## src/rtl/rvmyth_clk_pkg.sv

```systemverilog
// Shared types and helpers for the RVMyth PLL lock monitor / reset sequencer.
//   seq_state_t : sequencer states (acquire, staggered release, run)
//   in_tol()    : inclusive tolerance window test on a measured period
package rvmyth_clk_pkg;

  typedef enum logic [1:0] {
    ACQ     = 2'd0,
    STAGGER = 2'd1,
    RUN     = 2'd2
  } seq_state_t;

  // True when mult-tol <= meas <= mult+tol; the lower bound is clamped at
  // zero so a tolerance wider than the multiplier cannot wrap around.
  function automatic logic in_tol(input int unsigned meas,
                                  input int unsigned mult,
                                  input int unsigned tol);
    int unsigned lo;
    int unsigned hi;
    lo = (tol >= mult) ? 0 : mult - tol;
    hi = mult + tol;
    return (meas >= lo) && (meas <= hi);
  endfunction

endpackage

```

## src/rtl/ref_period_meter.sv

```systemverilog
// Measures the REF period in clk cycles and issues a verdict per period.
//   clk             : PLL output clock
//   reset           : asynchronous active-high reset
//   ref_in          : raw REF, asynchronous to clk
//   verdict_valid_c : one-cycle pulse, a verdict is available (combinational)
//   verdict_good_c  : qualifies verdict_valid_c; 1 = period in tolerance
//   meas_count      : last measured REF period (registered)
module ref_period_meter
  import rvmyth_clk_pkg::*;
#(
  parameter int unsigned CNT_W = 8,
  parameter int unsigned MULT  = 8,
  parameter int unsigned TOL   = 1
) (
  input  logic             clk,
  input  logic             reset,
  input  logic             ref_in,
  output logic             verdict_valid_c,
  output logic             verdict_good_c,
  output logic [CNT_W-1:0] meas_count
);

  localparam logic [CNT_W-1:0] CNT_MAX = '1;

  (* async_reg = "true" *) logic s1_q;
  (* async_reg = "true" *) logic s2_q;
  logic             s3_q;
  logic [CNT_W-1:0] period_cnt_q, period_cnt_d;
  logic [CNT_W-1:0] meas_q, meas_d;
  logic             armed_q, armed_d;
  logic             rise_c, sat_c, timeout_c;

  // REF synchroniser plus one delay stage for edge detection
  always_ff @(posedge clk or posedge reset) begin
    if (reset) begin
      s1_q <= 1'b0;
      s2_q <= 1'b0;
      s3_q <= 1'b0;
    end else begin
      s1_q <= ref_in;
      s2_q <= s1_q;
      s3_q <= s2_q;
    end
  end

  assign rise_c = s2_q & ~s3_q;
  assign sat_c  = (period_cnt_q == CNT_MAX);

  // Period counter, capture and arming; an edge takes priority over timeout
  always_comb begin
    period_cnt_d = sat_c ? period_cnt_q : period_cnt_q + CNT_W'(1);
    meas_d       = meas_q;
    armed_d      = armed_q;
    timeout_c    = 1'b0;
    if (rise_c) begin
      meas_d       = period_cnt_q;
      period_cnt_d = CNT_W'(1);
      armed_d      = 1'b1;
    end else if (armed_q && sat_c) begin
      // Lost REF: report once, then wait for the next edge to re-arm
      timeout_c = 1'b1;
      armed_d   = 1'b0;
    end
  end

  always_ff @(posedge clk or posedge reset) begin
    if (reset) begin
      period_cnt_q <= '0;
      meas_q       <= '0;
      armed_q      <= 1'b0;
    end else begin
      period_cnt_q <= period_cnt_d;
      meas_q       <= meas_d;
      armed_q      <= armed_d;
    end
  end

  assign verdict_valid_c = (rise_c & armed_q) | timeout_c;
  assign verdict_good_c  = rise_c & armed_q & in_tol(32'(period_cnt_q), MULT, TOL);
  assign meas_count      = meas_q;

endmodule

```

## src/rtl/rvmyth_pll_rst_seq.sv

```systemverilog
// PLL lock monitor and staggered per-core reset sequencer.
//   clk        : PLL output clock (shared with the cores)
//   reset      : asynchronous active-high reset
//   ref_in     : raw REF, asynchronous to clk
//   clr_lost   : synchronous clear of lock_lost
//   core_reset : active-high reset per core, released one at a time
//   locked     : lock declared
//   lock_lost  : sticky, set when lock drops after being declared
//   meas_count : last measured REF period in clk cycles
module rvmyth_pll_rst_seq
  import rvmyth_clk_pkg::*;
#(
  parameter int unsigned NCH      = 3,
  parameter int unsigned CNT_W    = 8,
  parameter int unsigned MULT     = 8,
  parameter int unsigned TOL      = 1,
  parameter int unsigned LOCK_CNT = 4,
  parameter int unsigned RST_DLY  = 16
) (
  input  logic             clk,
  input  logic             reset,
  input  logic             ref_in,
  input  logic             clr_lost,
  output logic [NCH-1:0]   core_reset,
  output logic             locked,
  output logic             lock_lost,
  output logic [CNT_W-1:0] meas_count
);

  localparam int unsigned GOOD_W = $clog2(LOCK_CNT + 1);
  localparam int unsigned DLY_W  = (RST_DLY > 1) ? $clog2(RST_DLY) : 1;
  localparam int unsigned CH_W   = (NCH > 1) ? $clog2(NCH) : 1;

  seq_state_t        state_q, state_d;
  logic [GOOD_W-1:0] good_cnt_q, good_cnt_d;
  logic [DLY_W-1:0]  dly_cnt_q, dly_cnt_d;
  logic [CH_W-1:0]   ch_idx_q, ch_idx_d;
  logic [NCH-1:0]    core_reset_q, core_reset_d;
  logic              locked_q, locked_d;
  logic              lock_lost_q, lock_lost_d;

  logic verdict_valid_c, verdict_good_c;
  logic good_c, bad_c, lock_hit_c, dly_wrap_c, last_ch_c;

  ref_period_meter #(
    .CNT_W (CNT_W),
    .MULT  (MULT),
    .TOL   (TOL)
  ) u_meter (
    .clk             (clk),
    .reset           (reset),
    .ref_in          (ref_in),
    .verdict_valid_c (verdict_valid_c),
    .verdict_good_c  (verdict_good_c),
    .meas_count      (meas_count)
  );

  assign good_c     = verdict_valid_c & verdict_good_c;
  assign bad_c      = verdict_valid_c & ~verdict_good_c;
  assign lock_hit_c = good_c && (good_cnt_q == GOOD_W'(LOCK_CNT - 1));
  assign dly_wrap_c = (dly_cnt_q == DLY_W'(RST_DLY - 1));
  assign last_ch_c  = (ch_idx_q == CH_W'(NCH - 1));

  // State register
  always_ff @(posedge clk or posedge reset) begin
    if (reset) state_q <= ACQ;
    else       state_q <= state_d;
  end

  // Next-state logic
  always_comb begin
    state_d = state_q;
    unique case (state_q)
      ACQ:     if (lock_hit_c) state_d = STAGGER;
      STAGGER: begin
        if (bad_c)                        state_d = ACQ;
        else if (dly_wrap_c && last_ch_c) state_d = RUN;
      end
      RUN:     if (bad_c) state_d = ACQ;
      default: state_d = ACQ;
    endcase
  end

  // Counters and output next values; a loss overrides any stagger step
  always_comb begin
    good_cnt_d   = good_cnt_q;
    dly_cnt_d    = dly_cnt_q;
    ch_idx_d     = ch_idx_q;
    core_reset_d = core_reset_q;
    locked_d     = locked_q;
    lock_lost_d  = lock_lost_q & ~clr_lost;
    unique case (state_q)
      ACQ: begin
        if (good_c) begin
          good_cnt_d = good_cnt_q + GOOD_W'(1);
          if (lock_hit_c) begin
            locked_d  = 1'b1;
            dly_cnt_d = '0;
            ch_idx_d  = '0;
          end
        end else if (bad_c) begin
          good_cnt_d = '0;
        end
      end
      STAGGER, RUN: begin
        if (bad_c) begin
          core_reset_d = '1;
          locked_d     = 1'b0;
          lock_lost_d  = 1'b1;
          good_cnt_d   = '0;
        end else if (state_q == STAGGER) begin
          dly_cnt_d = dly_wrap_c ? '0 : dly_cnt_q + DLY_W'(1);
          if (dly_wrap_c) begin
            core_reset_d = core_reset_q & ~(NCH'(1) << ch_idx_q);
            ch_idx_d     = ch_idx_q + CH_W'(1);
          end
        end
      end
      default: ;
    endcase
  end

  always_ff @(posedge clk or posedge reset) begin
    if (reset) begin
      good_cnt_q   <= '0;
      dly_cnt_q    <= '0;
      ch_idx_q     <= '0;
      core_reset_q <= '1;
      locked_q     <= 1'b0;
      lock_lost_q  <= 1'b0;
    end else begin
      good_cnt_q   <= good_cnt_d;
      dly_cnt_q    <= dly_cnt_d;
      ch_idx_q     <= ch_idx_d;
      core_reset_q <= core_reset_d;
      locked_q     <= locked_d;
      lock_lost_q  <= lock_lost_d;
    end
  end

  assign core_reset = core_reset_q;
  assign locked     = locked_q;
  assign lock_lost  = lock_lost_q;

endmodule

```

## config.mk

```make
export PLATFORM = sky130hd
export DESIGN_NAME = rvmyth_pll_rst_seq
export DESIGN_NICKNAME = d
export VERILOG_FILES = /design/src/rtl/rvmyth_clk_pkg.sv /design/src/rtl/ref_period_meter.sv /design/src/rtl/rvmyth_pll_rst_seq.sv
export SDC_FILE = /design/constraint.sdc
export NUM_CORES = 1
export LEC_CHECK = 0
export ABC_AREA = 1
export ABC_CLOCK_PERIOD_IN_PS = 2000
export BUFFER_PORTS_ARGS = -buffer_cell sky130_fd_sc_hd__buf_2
export CAP_MARGIN = 20
export CORE_MARGIN = 2
export CORE_UTILIZATION = 25
export DETAILED_ROUTE_END_ITERATION = 10
export REMOVE_ABC_BUFFERS = 1
export SLEW_MARGIN = 30
export SYNTH_ARGS = -nofsm -noshare
export SYNTH_HDL_FRONTEND = slang
export SYNTH_SLANG_ARGS = --single-unit
```

## constraint.sdc

```tcl
create_clock -name clk -period 2 [get_ports clk]
set_input_delay 0.3 -clock clk [delete_from_list [all_inputs] [get_ports clk]]
set_output_delay 0.3 -clock clk [all_outputs]
set_load 0.02 [all_outputs]
```

# == Yosys cells after proc, flatten, opt, wreduce, memory -nomap -nowiden ==
# Index checks and enable logic that the tools add are counted.
# classes
bitwise,12
reduce_logical,15
add_sub_neg,4
magnitude_cmp,2
muxes,35
n_eq_ne,15
n_shift,1
# op_table
operator,n
two-way mux 4 bit,5
two-way mux 2 bit,9
two-way mux 8 bit,2
two-way mux 3 bit,5
inequality test 2 bit (second input constant),7
two-way mux 1 bit,9
adder 8 x 1 -> 8 bit (second input constant),1
== test 8 bit (second input constant),1
greater-or-equal comparator 8 x 3 -> 1 bit (second input constant),1
<= comparator 8 x 4 -> 1 bit (second input constant),1
case mux 4 bit (2 select lines),1
nonzero test 2 bit,4
AND 1 bit,6
case mux 2 bit (3 select lines),1
case mux 3 bit (2 select lines),1
AND reduction 3 bit,2
AND reduction 6 bit,1
AND reduction 5 bit,1
adder 4 x 1 -> 4 bit (second input constant),1
== test 2 bit (second input constant),2
== test 4 bit (second input constant),1
logical AND 1 bit,4
case mux 2 bit (2 select lines),1
AND reduction 4 bit,1
14 further kinds,16
# totals
out_inout_bits,13
reg_bits,36
in_bits,4
word_cells,97

# == Logic depth before layout (Yosys ltp) ==
# depth
ltp_word,10
mapped_depth,11
mapped_depth_nobuf,11

# == By module ==
# Synthesis repeated with hierarchy kept, for this count alone.
# unflattened
hier_cells,249
area_unflattened_um2,1956.9
# by_module_without_submodules
module,area_per_inst_um2,cells_per_inst,instances,seq_area_each_um2
rvmyth_pll_rst_seq,1007.2,137,1,404.1
ref_period_meter,949.7,112,1,500.5

# == Least setup slack after synthesis ==
# No wires, ideal clock.
# synth_path
path_kind,register to register
start,reg state_q[0]
end,reg dly_cnt_q[0]
required_ns,1.883
path_stages_with_launch,9
setup_ns,0.117
path_slack_ns,0.491
arrival_time_ns,1.392
n_path_buf,1
period_less_slack_ns,1.509
path_cell_list,dfrtp_1 inv_1 ha_1 buf_2 nor2_1 nor2_1 nand3_2 nand2_1 nand2_1
# synth_via
elab_chain_cells,4
elab_cells_between_ends,11
# synth_lines
element,line,rtl
start: declaration,rvmyth_pll_rst_seq.sv:34,"seq_state_t state_q, state_d;"
start signal: assignment,rvmyth_pll_rst_seq.sv:67,else state_q <= state_d;
== test 2 x 1 -> 1 bit / == test 2 bit (equally long branches),"rvmyth_pll_rst_seq.sv:92, rvmyth_pll_rst_seq.sv:111",
OR reduction 2 bit,rvmyth_pll_rst_seq.sv:92,unique case (state_q)
inequality test 2 bit (no source line) / nonzero test 2 bit (equally long branches),--,
AND reduction 5 bit (no source line),--,
end signal: assignment,rvmyth_pll_rst_seq.sv:133,dly_cnt_q <= dly_cnt_d;
end: declaration,rvmyth_pll_rst_seq.sv:36,"logic [DLY_W-1:0] dly_cnt_q, dly_cnt_d;"
# Parallel ways exist; a longest one is shown, timed or not.
# A chain may end at the register's enable or synchronous reset.

# == Worst setup path in the final report ==
# layout_path
start,reg u_meter.period_cnt_q[0]
end,reg ch_idx_q[0]
# layout_via
elab_chain_cells,9
elab_cells_between_ends,17
# layout_lines
element,line,rtl
start: declaration,ref_period_meter.sv:28,"logic [CNT_W-1:0] period_cnt_q, period_cnt_d;"
start signal: assignment,ref_period_meter.sv:72,period_cnt_q <= period_cnt_d;
branches (longest 8 deep; another with greater-or-equal comparator 8 x 3 -> 1 bit),--,
AND reduction 6 bit (no source line) *,--,
end signal: assignment,rvmyth_pll_rst_seq.sv:134,ch_idx_q <= ch_idx_d;
end: declaration,rvmyth_pll_rst_seq.sv:37,"logic [CH_W-1:0] ch_idx_q, ch_idx_d;"
# Mark *: on every way between the ends.

==> results.yml <==
synth:
  synthSimpleGateAreaFrac_pct: 24.5
  synth-edff-count: 0
  ys_seq_elements: 36
  yosysMostFrequentCell: "nand2_1"
  yosysSeqAreaShare_pct: 46.4
  muxShareOfSynthArea_pct: 0
  synth_warnings: 0
  synth_top_family_by_area: "simple AND/OR/NAND/NOR gates"
  synth_top_area_cell: "dfrtp_1"
  synth_fa_ha_area_share_pct: 8.34
  yosysUniqueCellTypes: 28
  synthXorXnorAreaFrac_pct: 0.899
  synth.avg_cell_area_sq_um: 8.51
  ys_top_cells_by_area: "dfrtp_1, nand2_1, ha_1"
  syn_inst: 229
  synth_top_area_share_pct: 42.4
  synthArstFlopShare_pct: 100
  synth_common_cells: "nand2_1, inv_1, dfrtp_1"
  synth_compound_area_share_pct: 11.7
  synth_ff_type: "dfrtp_1"
  mappedNetlistArea_sq_um: 1950
timing:
  fmax_ghz: 0.572
  rsz0062_at_grt: "false"
  setup_viol: 0
  finalCritPeriodShare_pct: 87.5
  finClkSkew_ps: 6.63
  max_slew.worst_pin.slew_ps: 446
  final-hold-violation-count: 0
  slew_headroom_pct: 70.3
  drv_slew: 0
  min_period_ps: 1750
  setup-tns-final_ps: 0
power_and_ir_drop:
  ir_drop_v: 0.000353
  p_total_uw: 2980
  powerDensity_nw_per_um2: 1280
  leakagePower_uw: 0.00114
placed_design:
  post-place-cells: 347
  dp_hpwl_um: 2770
  io_buffers: 16
  gp_congestion: 0.763
worst_setup_path:
  timing.rr.start: "u_meter.period_cnt_q[0]$_DFFE_PP0P_"
  crit_start: "u_meter.period_cnt_q[0]$_DFFE_PP0P_"
  r2r-end: "ch_idx_q[0]$_DFFE_PP0P_"
  path_cells: "ha_1, inv_1, nor2_2, nand2_2, a21oi_4, nand3_2, nand2_2, nor2_2, nand2_1, nand2_1"
  worstSetupStartpointType: "flip-flop"
  crit_arrival_ps: 1930
  crit_type: "flip-flop to flip-flop"
  cp_top_family: "simple AND/OR/NAND/NOR gates"
  cp_max_fo: 6
  rrSetupSlack_ps: 250
  r2r_cells: 10
  slowest_delay_ps: 410
  cp_slowest_cell: "dfrtp_1"
  setup.worst_path.end_class: "flip-flop"
  critical_path_buf_inv_count: 1
  cp.required_ps: 2180
clock_network:
  h-tree-depth: 2
  cts_tree: "built"
  post_cts.repair.setup_buffers: 0
  numCtsBuffers: 5
  cts_hold_buf: 0
  cts_sinks: 36
  clk_pin_slew_worst_paths_ps: 80
  clock_latency_ps: 300
  root_buffer: "clkbuf_8"
  clock_path_buffers: 2
  cts_resized: 0
run:
  drv_cap: 0
route:
  vias: 1505
  viasPerCell: 4.24
  wl_um: 3650
  top_layer: "met4"
  drt_iter0_markers: 64
  route.met2.wl_um: 1720
  drt-wirelength-per-cell_um: 10.3
  drcViolationCount: 0
  firstDrtPassIters: 4
  wl_met3_um: 108
  drtAntennaViolNets: 0
  wl_met1_um: 1740
run_status:
  status: "completed"
final_layout:
  multi_input_area_sq_um: 886
  diodes: 0
  num-fill-cells: 796
  final_nets: 269
  finish.utilization_pct: 30.4
  drive_above_1_share_pct: 21.7
  syn2layout_area_growth_pct: 19.1
  register_area_sq_um: 905
  fin_cells: 355
floorplan:
  io_pins: 17
  core_sq_um: 7650
  rows: 32
  start_util_pct: 25.5
  die-area_sq_um: 8520
  die_x_um: 92.3
  die_y_um: 92.3
global_routing:
  grt_max_degree: 37
  overflow: 0
  grt_pass1_wl_um: 6350
  grt_pass1_vias: 1410
  grt_use_total_pct: 9.40
  antenna_found_initial: 0
worst_hold_path:
  min_path_type: "input pin to async pin"
[cell usage in the layout (no fill, tap or decap)]
cell       Yosys  routed
dfstp_2        3       3
bufinv_16      0       3
nand2_2        6       6
nor3_1         7       7
clkbuf_8       0       5
nand3_1        6       6
o21ai_0       13      13
o21bai_1       3       3
nor2_2         4       4
a21oi_4        1       1
buf_2          1      16
a21oi_1        6       6
nor2_1        13      13
clkinv_1       1       1
a31oi_1        1       1
xor2_1         2       2
nand3_2        6       6
nand2_1       49      49
inv_1         34      34
buf_4          0       2
o21ai_2        2       2
ha_1          13      13
o21a_1         2       2
o21ai_1        5       5
or2_2          1       1
o21ai_4        1       1
inv_2          5       5
nand4_1        8       8
dfrtp_1       33      33
a211oi_1       2       2
[worst max path at each step]
stage                                    to  slack, ps  cells after the start
finish              ch_idx_q[0]$_DFFE_PP0P_        250                     10
global route        ch_idx_q[1]$_DFFE_PP0P_         50                     10
CTS                 ch_idx_q[0]$_DFFE_PP0P_        230                     10
detailed placement  ch_idx_q[0]$_DFFE_PP0P_        240                     10
global placement    ch_idx_q[1]$_DFFE_PP0P_        270                     10
floorplan           ch_idx_q[0]$_DFFE_PP0P_        500                     10
[worst reg2reg max path, delay by kind of cell, from the launching register on]
| family | cells | cell delay [ps] |
|---|---|---|
| buffers and inverters | 1 | 80 |
| AOI/OAI and AO/OA | 1 | 190 |
| and+or+nand+nor | 7 | 730 |
| adders and majority gates | 1 | 230 |
| DFF | 1 | 410 |
[sequential cells by signal (all words and copies together) (netlist names), 2 cells and up]
register / flops
u_meter.meas_count: 8
u_meter.period_cnt_q: 8
dly_cnt_q: 4
core_reset: 3
good_cnt_q: 3
ch_idx_q: 2
state_q: 2
[where the power goes]
| group | internal, uW | switching, uW | total, uW |
|---|---|---|---|
| Combinational | 359 | 696 | 1050 |
| Sequential | 901 | 130 | 1030 |
| Clock | 624 | 271 | 895 |
[cell type report]
| cell class | count | area share, % |
|---|---|---|
| Clock buffer | 5 | 2.96 |
| Inverter | 40 | 6.47 |
| Timing Repair Buffer | 18 | 4.09 |
| Sequential cell | 36 | 39.0 |
| Tap cell | 102 | 5.50 |
| Multi-Input combinational cell | 151 | 38.1 |
| Clock inverter | 3 | 3.88 |
[stage by stage]
step | hold WS (ps) | instance area [sq um] | worst slack, ps
finish | 93.0 | 2320 | 250
CTS | 106 | 2320 | 231
global route | 104 | 2320 | 51.9
detailed placement | 342 | 2160 | 244
global placement | 332 | 2160 | 274
floorplan | 331 | 1940 | 495
[metal layers]
metal  track usage (%)  vias up
met5                 0        -
met4              4.48        0
met3              2.69        6
met1              11.6      695
met2              15.1       20
li1                  -      784
[kinds of logic after synthesis]
group | Yosys count
AO/OA/AOI/OAI | 36
flip-flops | 36
XOR/XNOR | 2
buffers and inverters | 42
adder cells (fa/ha/maj) | 13
AND/OR/NAND/NOR | 100
Power figures use the tool's default switching activity.
